### config.mk
export PLATFORM = sky130hd
export DESIGN_NAME = fifo_rd_ctrl
export DESIGN_NICKNAME = d
export VERILOG_FILES = /design/src/rtl/fifo_rd_ctrl.sv
export SDC_FILE = /design/constraint.sdc
export NUM_CORES = 1
export LEC_CHECK = 0
export CAP_MARGIN = 40
export CORE_MARGIN = 2
export CORE_UTILIZATION = 47
export DETAILED_ROUTE_END_ITERATION = 6
export GPL_TIMING_DRIVEN = 0
export PLACE_DENSITY = 0.83
export SYNTH_ARGS = -nofsm -noshare
export SYNTH_HDL_FRONTEND = slang
export SYNTH_SLANG_ARGS = --single-unit
export TNS_END_PERCENT = 20
### constraint.sdc
create_clock -name R_CLK -period 2.7 [get_ports R_CLK]
set_clock_uncertainty 0.1 [all_clocks]
set_input_delay 0.405 -clock R_CLK [delete_from_list [all_inputs] [get_ports R_CLK]]
set_output_delay 0.405 -clock R_CLK [all_outputs]
set_load 0.1 [all_outputs]
### src/rtl/fifo_rd_ctrl.sv
// Read-side pointer controller for an asynchronous FIFO.
// Synchronises the Gray write pointer and registers empty, almost-empty, count and underflow.
module fifo_rd_ctrl #(
  parameter int unsigned FIFO_DEPTH = 4,
  parameter int unsigned AE_LEVEL   = 1
) (
  input  logic                  R_CLK,
  input  logic                  R_RST,
  input  logic                  R_INC,
  input  logic [FIFO_DEPTH-1:0] W_PTR_G,
  output logic                  R_EMPTY,
  output logic                  R_ALMOST_EMPTY,
  output logic [FIFO_DEPTH-1:0] R_COUNT,
  output logic                  R_UNDERFLOW,
  output logic [FIFO_DEPTH-2:0] R_ADDR,
  output logic [FIFO_DEPTH-1:0] R_PTR
);

  localparam logic [FIFO_DEPTH-1:0] AeLevel = FIFO_DEPTH'(AE_LEVEL);

  logic [FIFO_DEPTH-1:0] rbin_q, rbin_d;
  logic [FIFO_DEPTH-1:0] rq1_q, rq2_q;
  logic [FIFO_DEPTH-1:0] r_ptr_q, r_ptr_d;
  logic [FIFO_DEPTH-2:0] r_addr_q, r_addr_d;
  logic [FIFO_DEPTH-1:0] r_count_q, r_count_d;
  logic                  r_empty_q, r_empty_d;
  logic                  r_almost_empty_q, r_almost_empty_d;
  logic                  r_underflow_q, r_underflow_d;
  logic                  rd_en;
  logic [FIFO_DEPTH-1:0] wbin;

  function automatic logic [FIFO_DEPTH-1:0] gray2bin(input logic [FIFO_DEPTH-1:0] g);
    logic [FIFO_DEPTH-1:0] b;
    b[FIFO_DEPTH-1] = g[FIFO_DEPTH-1];
    for (int i = FIFO_DEPTH - 2; i >= 0; i--) begin
      b[i] = b[i+1] ^ g[i];
    end
    return b;
  endfunction

  always_comb begin
    rd_en            = R_INC & ~r_empty_q;
    rbin_d           = rbin_q + {{(FIFO_DEPTH-1){1'b0}}, rd_en};
    r_ptr_d          = rbin_d ^ (rbin_d >> 1);
    r_addr_d         = rbin_d[FIFO_DEPTH-2:0];
    wbin             = gray2bin(rq2_q);
    // Flags use the post-pop pointer so a pop is visible with no extra lag.
    r_count_d        = wbin - rbin_d;
    r_empty_d        = (r_ptr_d == rq2_q);
    r_almost_empty_d = (r_count_d <= AeLevel);
    r_underflow_d    = R_INC & r_empty_q;
  end

  always_ff @(posedge R_CLK) begin
    if (R_RST) begin
      rbin_q           <= '0;
      rq1_q            <= '0;
      rq2_q            <= '0;
      r_ptr_q          <= '0;
      r_addr_q         <= '0;
      r_count_q        <= '0;
      r_empty_q        <= 1'b1;
      r_almost_empty_q <= 1'b1;
      r_underflow_q    <= 1'b0;
    end else begin
      rbin_q           <= rbin_d;
      rq1_q            <= W_PTR_G;
      rq2_q            <= rq1_q;
      r_ptr_q          <= r_ptr_d;
      r_addr_q         <= r_addr_d;
      r_count_q        <= r_count_d;
      r_empty_q        <= r_empty_d;
      r_almost_empty_q <= r_almost_empty_d;
      r_underflow_q    <= r_underflow_d;
    end
  end

  assign R_EMPTY        = r_empty_q;
  assign R_ALMOST_EMPTY = r_almost_empty_q;
  assign R_COUNT        = r_count_q;
  assign R_UNDERFLOW    = r_underflow_q;
  assign R_ADDR         = r_addr_q;
  assign R_PTR          = r_ptr_q;

endmodule

# ---- Word level (Yosys, flattened, before mapping)
# Cells that the tools add are included.
# W data, S select, Z words.
dict set report word_totals {
  wordCells 20
  regBits 26
  in_bits 7
  out_inout_bits 14
}
dict set report classes {
  n_bitwise 7
  order_cmp 1
  n_eq_ne 1
  addsub 2
}
# operator n
set ops {}
lappend ops {{$add A4 B1 Y4} 1}
lappend ops {{$eq A4 B4 Y1} 1}
lappend ops {{$le A4 B1 Y1 const B} 1}
lappend ops {{$sub A4 B4 Y4} 1}
lappend ops {{$xor A4 B3 Y4} 1}
lappend ops {{$xor A1 B1 Y1} 3}
lappend ops {{$and A1 B1 Y1} 2}
lappend ops {{$not A1 Y1} 1}

# ---- Depth between registers and ports, before layout
dict set report depth {
  depth_word 5
  depth_mapped 9
  ltp_nobuf 9
}

# ---- Worst setup path after synthesis
# OpenSTA, ideal clock, no wires.
dict set report synth_path {
  kind {flip-flop to flip-flop}
  from {register r_empty_q, in the netlist R_EMPTY}
  to {register r_almost_empty_q, in the netlist R_ALMOST_EMPTY}
  setup_ns 0.115
  slack_ns -0.252
  arrival_time_ns 2.737
  stages_incl_launch_ff 10
  t_required_ns 2.485
  synth_period_minus_slack_ns 2.952
  path_cell_list {dfxtp_1 -> nor2b_1 -> ha_1 -> ha_1 -> xnor2_2 -> ha_1 -> a21bo_2 -> o221ai_2 -> xnor2_1 -> a31o_1}
}
dict set report synth_between {
  elab_chain_len 5
}
# element line
set synth_rtl {}
lappend synth_rtl {{start: declaration} 26} ;# logic r_empty_q, r_empty_d;
lappend synth_rtl {{start signal: assignment} 72} ;# r_empty_q <= r_empty_d;
lappend synth_rtl {{$not A1 Y1} 42} ;# rd_en = R_INC & ~r_empty_q;
lappend synth_rtl {{$and A1 B1 Y1} 42}
lappend synth_rtl {{$add A4 B1 Y4} 43} ;# rbin_d = rbin_q + {{(FIFO_DEPTH-1){1'b0}}, rd_en};
lappend synth_rtl {{$sub A4 B4 Y4} 48} ;# r_count_d = wbin - rbin_d;
lappend synth_rtl {{$le A4 B1 Y1} 50} ;# r_almost_empty_d = (r_count_d <= AeLevel);
lappend synth_rtl {{end signal: assignment} 73} ;# r_almost_empty_q <= r_almost_empty_d;
lappend synth_rtl {{end: declaration} 27} ;# logic r_almost_empty_q, r_almost_empty_d;
# Every way passes these cells.
# A chain may end at the register's enable or synchronous reset.

# ---- Final worst setup path
dict set report layout_path {
  from {input port R_INC}
  to {register r_almost_empty_q, in the netlist R_ALMOST_EMPTY}
}
dict set report layout_between {
  elab_chain_len 4
}
# element line
set layout_rtl {}
lappend layout_rtl {{start: declaration} 9} ;# input logic R_INC,
lappend layout_rtl {{$and A1 B1 Y1} 42}
lappend layout_rtl {{$add A4 B1 Y4} 43}
lappend layout_rtl {{$sub A4 B4 Y4} 48}
lappend layout_rtl {{$le A4 B1 Y1} 50}
# Every way passes these cells.

==> flow_metrics.tcl <==
set metrics [dict create \
    dp_hpwl_um 1420 \
    vias_per_cell 4.59 \
    worst-path-max-fanout 5 \
    synthTopCellsByArea "dfxtp_1 (48%), nor2b_1 (7.6%), ha_1 (6.9%)" \
    numCtsBuffers 3 \
    cp_cell_sequence "clkdlybuf4s50_1 -> nor2b_1 -> ha_2 -> ha_2 -> xnor2_2 -> ha_4 -> a21bo_2 -> o221ai_2 -> xnor2_1 -> a31o_1" \
    post-route-drc-count 0 \
    fin_cells 145 \
    port_buffers 20 \
    crit_path_frequent_cell "ha_2" \
    diodes 0 \
    clock_latency_ns 0.30 \
    place_ws_ns -0.274 \
    crit_arrival_ns 2.68 \
    hold_class "register to register" \
    rows 15 \
    place_congestion 0.738 \
    crit_type "input pin to register" \
    grt_max_degree 13 \
    wire_per_inst_um 12.4 \
    yosys_warnings 0 \
    cpMaxStageDelayCell "clkdlybuf4s50_1" \
    grt_pass1_wl_um 2850 \
    setup_slack_ns 0.133 \
    dieArea_sq_um 2300 \
    netlist_instances 83 \
    fin_util_pct 79.6 \
    netlist_top_cells_count "dfxtp_1 (22), nor2b_1 (11), nor2_1 (10)" \
    synth_cell_types 25 \
    end_kind "register" \
    path_delay_family "adder cells" \
    yosysMostFrequentCell "dfxtp_1" \
    synth_compound_area_share_pct 6.88 \
    hold-worst-slack_ns 0.353 \
    ctsRootBufferMaster "clkbuf_4" \
    yosys.area_share.simple_pct 15.1 \
    hold_viol_final 0 \
    final_nets 133 \
    synth_top_area_cell "dfxtp_1" \
    ys.flop_type "dfxtp_1" \
    ys_ff_latch 22 \
    crit_buf_inv 1 \
    cts_resized 0 \
    num_vias 666 \
    dr.pass1.iters 2 \
    max-slew-margin-rel_pct 70.0 \
    synth-edff-count 0 \
    critPathLaunchType "input pin" \
    grt_usage_pct 18.4 \
    yosysSeqAreaShare_pct 48.4 \
    whs_path_depth 1 \
    syn-num-nets 95 \
    io_pins 21 \
    dieWidth_um 48.0 \
    clockBufferDepth 2 \
    rsz0062_at_grt "false" \
    crit_path_max_incr_delay_ns 0.49 \
    antenna_found_initial 0 \
    gr-total-overflow 0 \
    holdBufCountCts 0 \
    area_growth_pct 54.3 \
    rr_worst_depth 9 \
    powerDensity_nw_per_um2 652 \
    run_status "complete, no violations" \
    initial_core_util_pct 51.6 \
    grt_pass1_vias 674 \
    clk_transition_reported_paths_ns 0.12 \
    cts.sinks 22 \
    cts.htree.levels 1 \
    postSynthAreaPerCell_sq_um 11.0 \
    drt_iter0_drc 7 \
    antenna_left 0 \
    synth_fa_ha_area_share_pct 6.88 \
    yosysTopAreaCellShare_pct 48.4 \
    synth_xor_area_share_pct 19.0 \
    synth_top_family_by_area "XOR/XNOR gates" \
    fin_crit_sh_pct 95.1 \
    coreArea_sq_um 1760 \
    wl_um 1800 \
    async_reset_ff_share_pct 0 \
    tightest_slew_ns 0.450 \
    synthMuxAreaShare_pct 1.24 \
    period_minus_slack_ns 2.57 \
    fmax_ghz 0.390 \
    place_inst 142 \
    post-cts-setup-buffers 0 \
    cts_tree "done" \
    worst_ep_required_time_ns 2.81 \
    die_h_um 48.0 \
    synth_area_sq_um 910 \
    peakVddDrop_mv 0.423 \
    maxCapViolCount 0 \
    drive_gt1_share_pct 25.8 \
    finalSetupViolCount 0 \
    cellLeakagePower_nw 0.581 \
    worst-path-stages 10 \
    slew_viol_final 0 \
]
==> cell type report <==
cell class / count / area, sq um
Multi-Input combinational cell: 55 / 464
Sequential cell: 22 / 443
Timing Repair Buffer: 34 / 410
Fill cell: 118 / 360
Clock buffer: 4 / 36.3
Tap cell: 25 / 31.3
Inverter: 3 / 11.3
Buffer: 2 / 7.51
==> metal layers <==
| metal | track usage (%) | wire length [um] | up-vias |
|---|---|---|---|
| met4 | 6.49 | 15 | 0 |
| met5 | 0 | 0 | - |
| met3 | 3.40 | 74 | 2 |
| met2 | 33.3 | 984 | 18 |
| met1 | 21.3 | 724 | 308 |
| li1 | - | - | 338 |
==> cells in the final DEF, fill, tap and decap left out, types with 2 or more instances in the layout <==
master / count
buf_8: 14
clkbuf_4: 3
clkdlybuf4s50_1: 20
dfxtp_1: 20
dfxtp_2: 2
ha_1: 2
ha_2: 2
inv_1: 3
nand2_1: 2
nor2_1: 10
nor2b_1: 11
xnor2_1: 5
xor2_1: 7
==> cells by family (layout without fill, tap and decap cells) <==
kind of cell	Yosys count	after routing
flops	22	22
xor+xnor	15	15
buf+inv	6	43
fa+ha+maj	5	5
simple gates	27	27
mux	1	1
compound gates	7	7
==> path summary, 6_finish.rpt <==
kind | startpoint | endpoint | slack [ns]
worst max-delay path | R_INC | R_ALMOST_EMPTY$_SDFF_PP1_ | 0.13
worst min-delay path | rq1_q[1]$_SDFF_PP0_ | rq2_q[1]$_SDFF_PP0_ | 0.35
worst max register to register | R_EMPTY$_SDFF_PP1_ | R_ALMOST_EMPTY$_SDFF_PP1_ | 0.41
worst min register to register | rq1_q[1]$_SDFF_PP0_ | rq2_q[1]$_SDFF_PP0_ | 0.35
==> worst reg2reg max path, stage by stage (launching register included) <==
cell      delay (ns)
dfxtp_2         0.35
nor2b_1         0.14
ha_2            0.22
ha_2            0.22
xnor2_2         0.14
ha_4            0.32
a21bo_2         0.22
o221ai_2        0.16
xnor2_1         0.11
a31o_1          0.22
==> sequential cells by signal (all words and copies together) (netlist names) <==
name,count
R_COUNT,4
R_UNDERFLOW,1
R_ALMOST_EMPTY,1
R_PTR,3
rq2_q,4
rq1_q,4
rbin_q,4
R_EMPTY,1
==> stage by stage <==
stage          TNS (ns)  cell area (sq um)  total power (W)
2_1_floorplan         0                912         0.000605
3_3_place_gp     -0.271               1140         0.000665
3_5_place_dp     -0.667               1350         0.000742
4_1_cts               0               1390         0.000920
5_1_grt               0               1400         0.000954
6_report              0               1400         0.000915
==> power breakdown <==
| part | switching (W) | leakage (nW) | internal [W] | total, W |
|---|---|---|---|---|
| logic | 0.000227 | 0.379 | 0.000146 | 0.000373 |
| clock network | 0.0000969 | 0.0210 | 0.0000822 | 0.000179 |
| registers | 0.0000107 | 0.181 | 0.000352 | 0.000363 |
| total | 0.000334 | 0.581 | 0.000581 | 0.000915 |
Power figures use the tool's default switching activity.
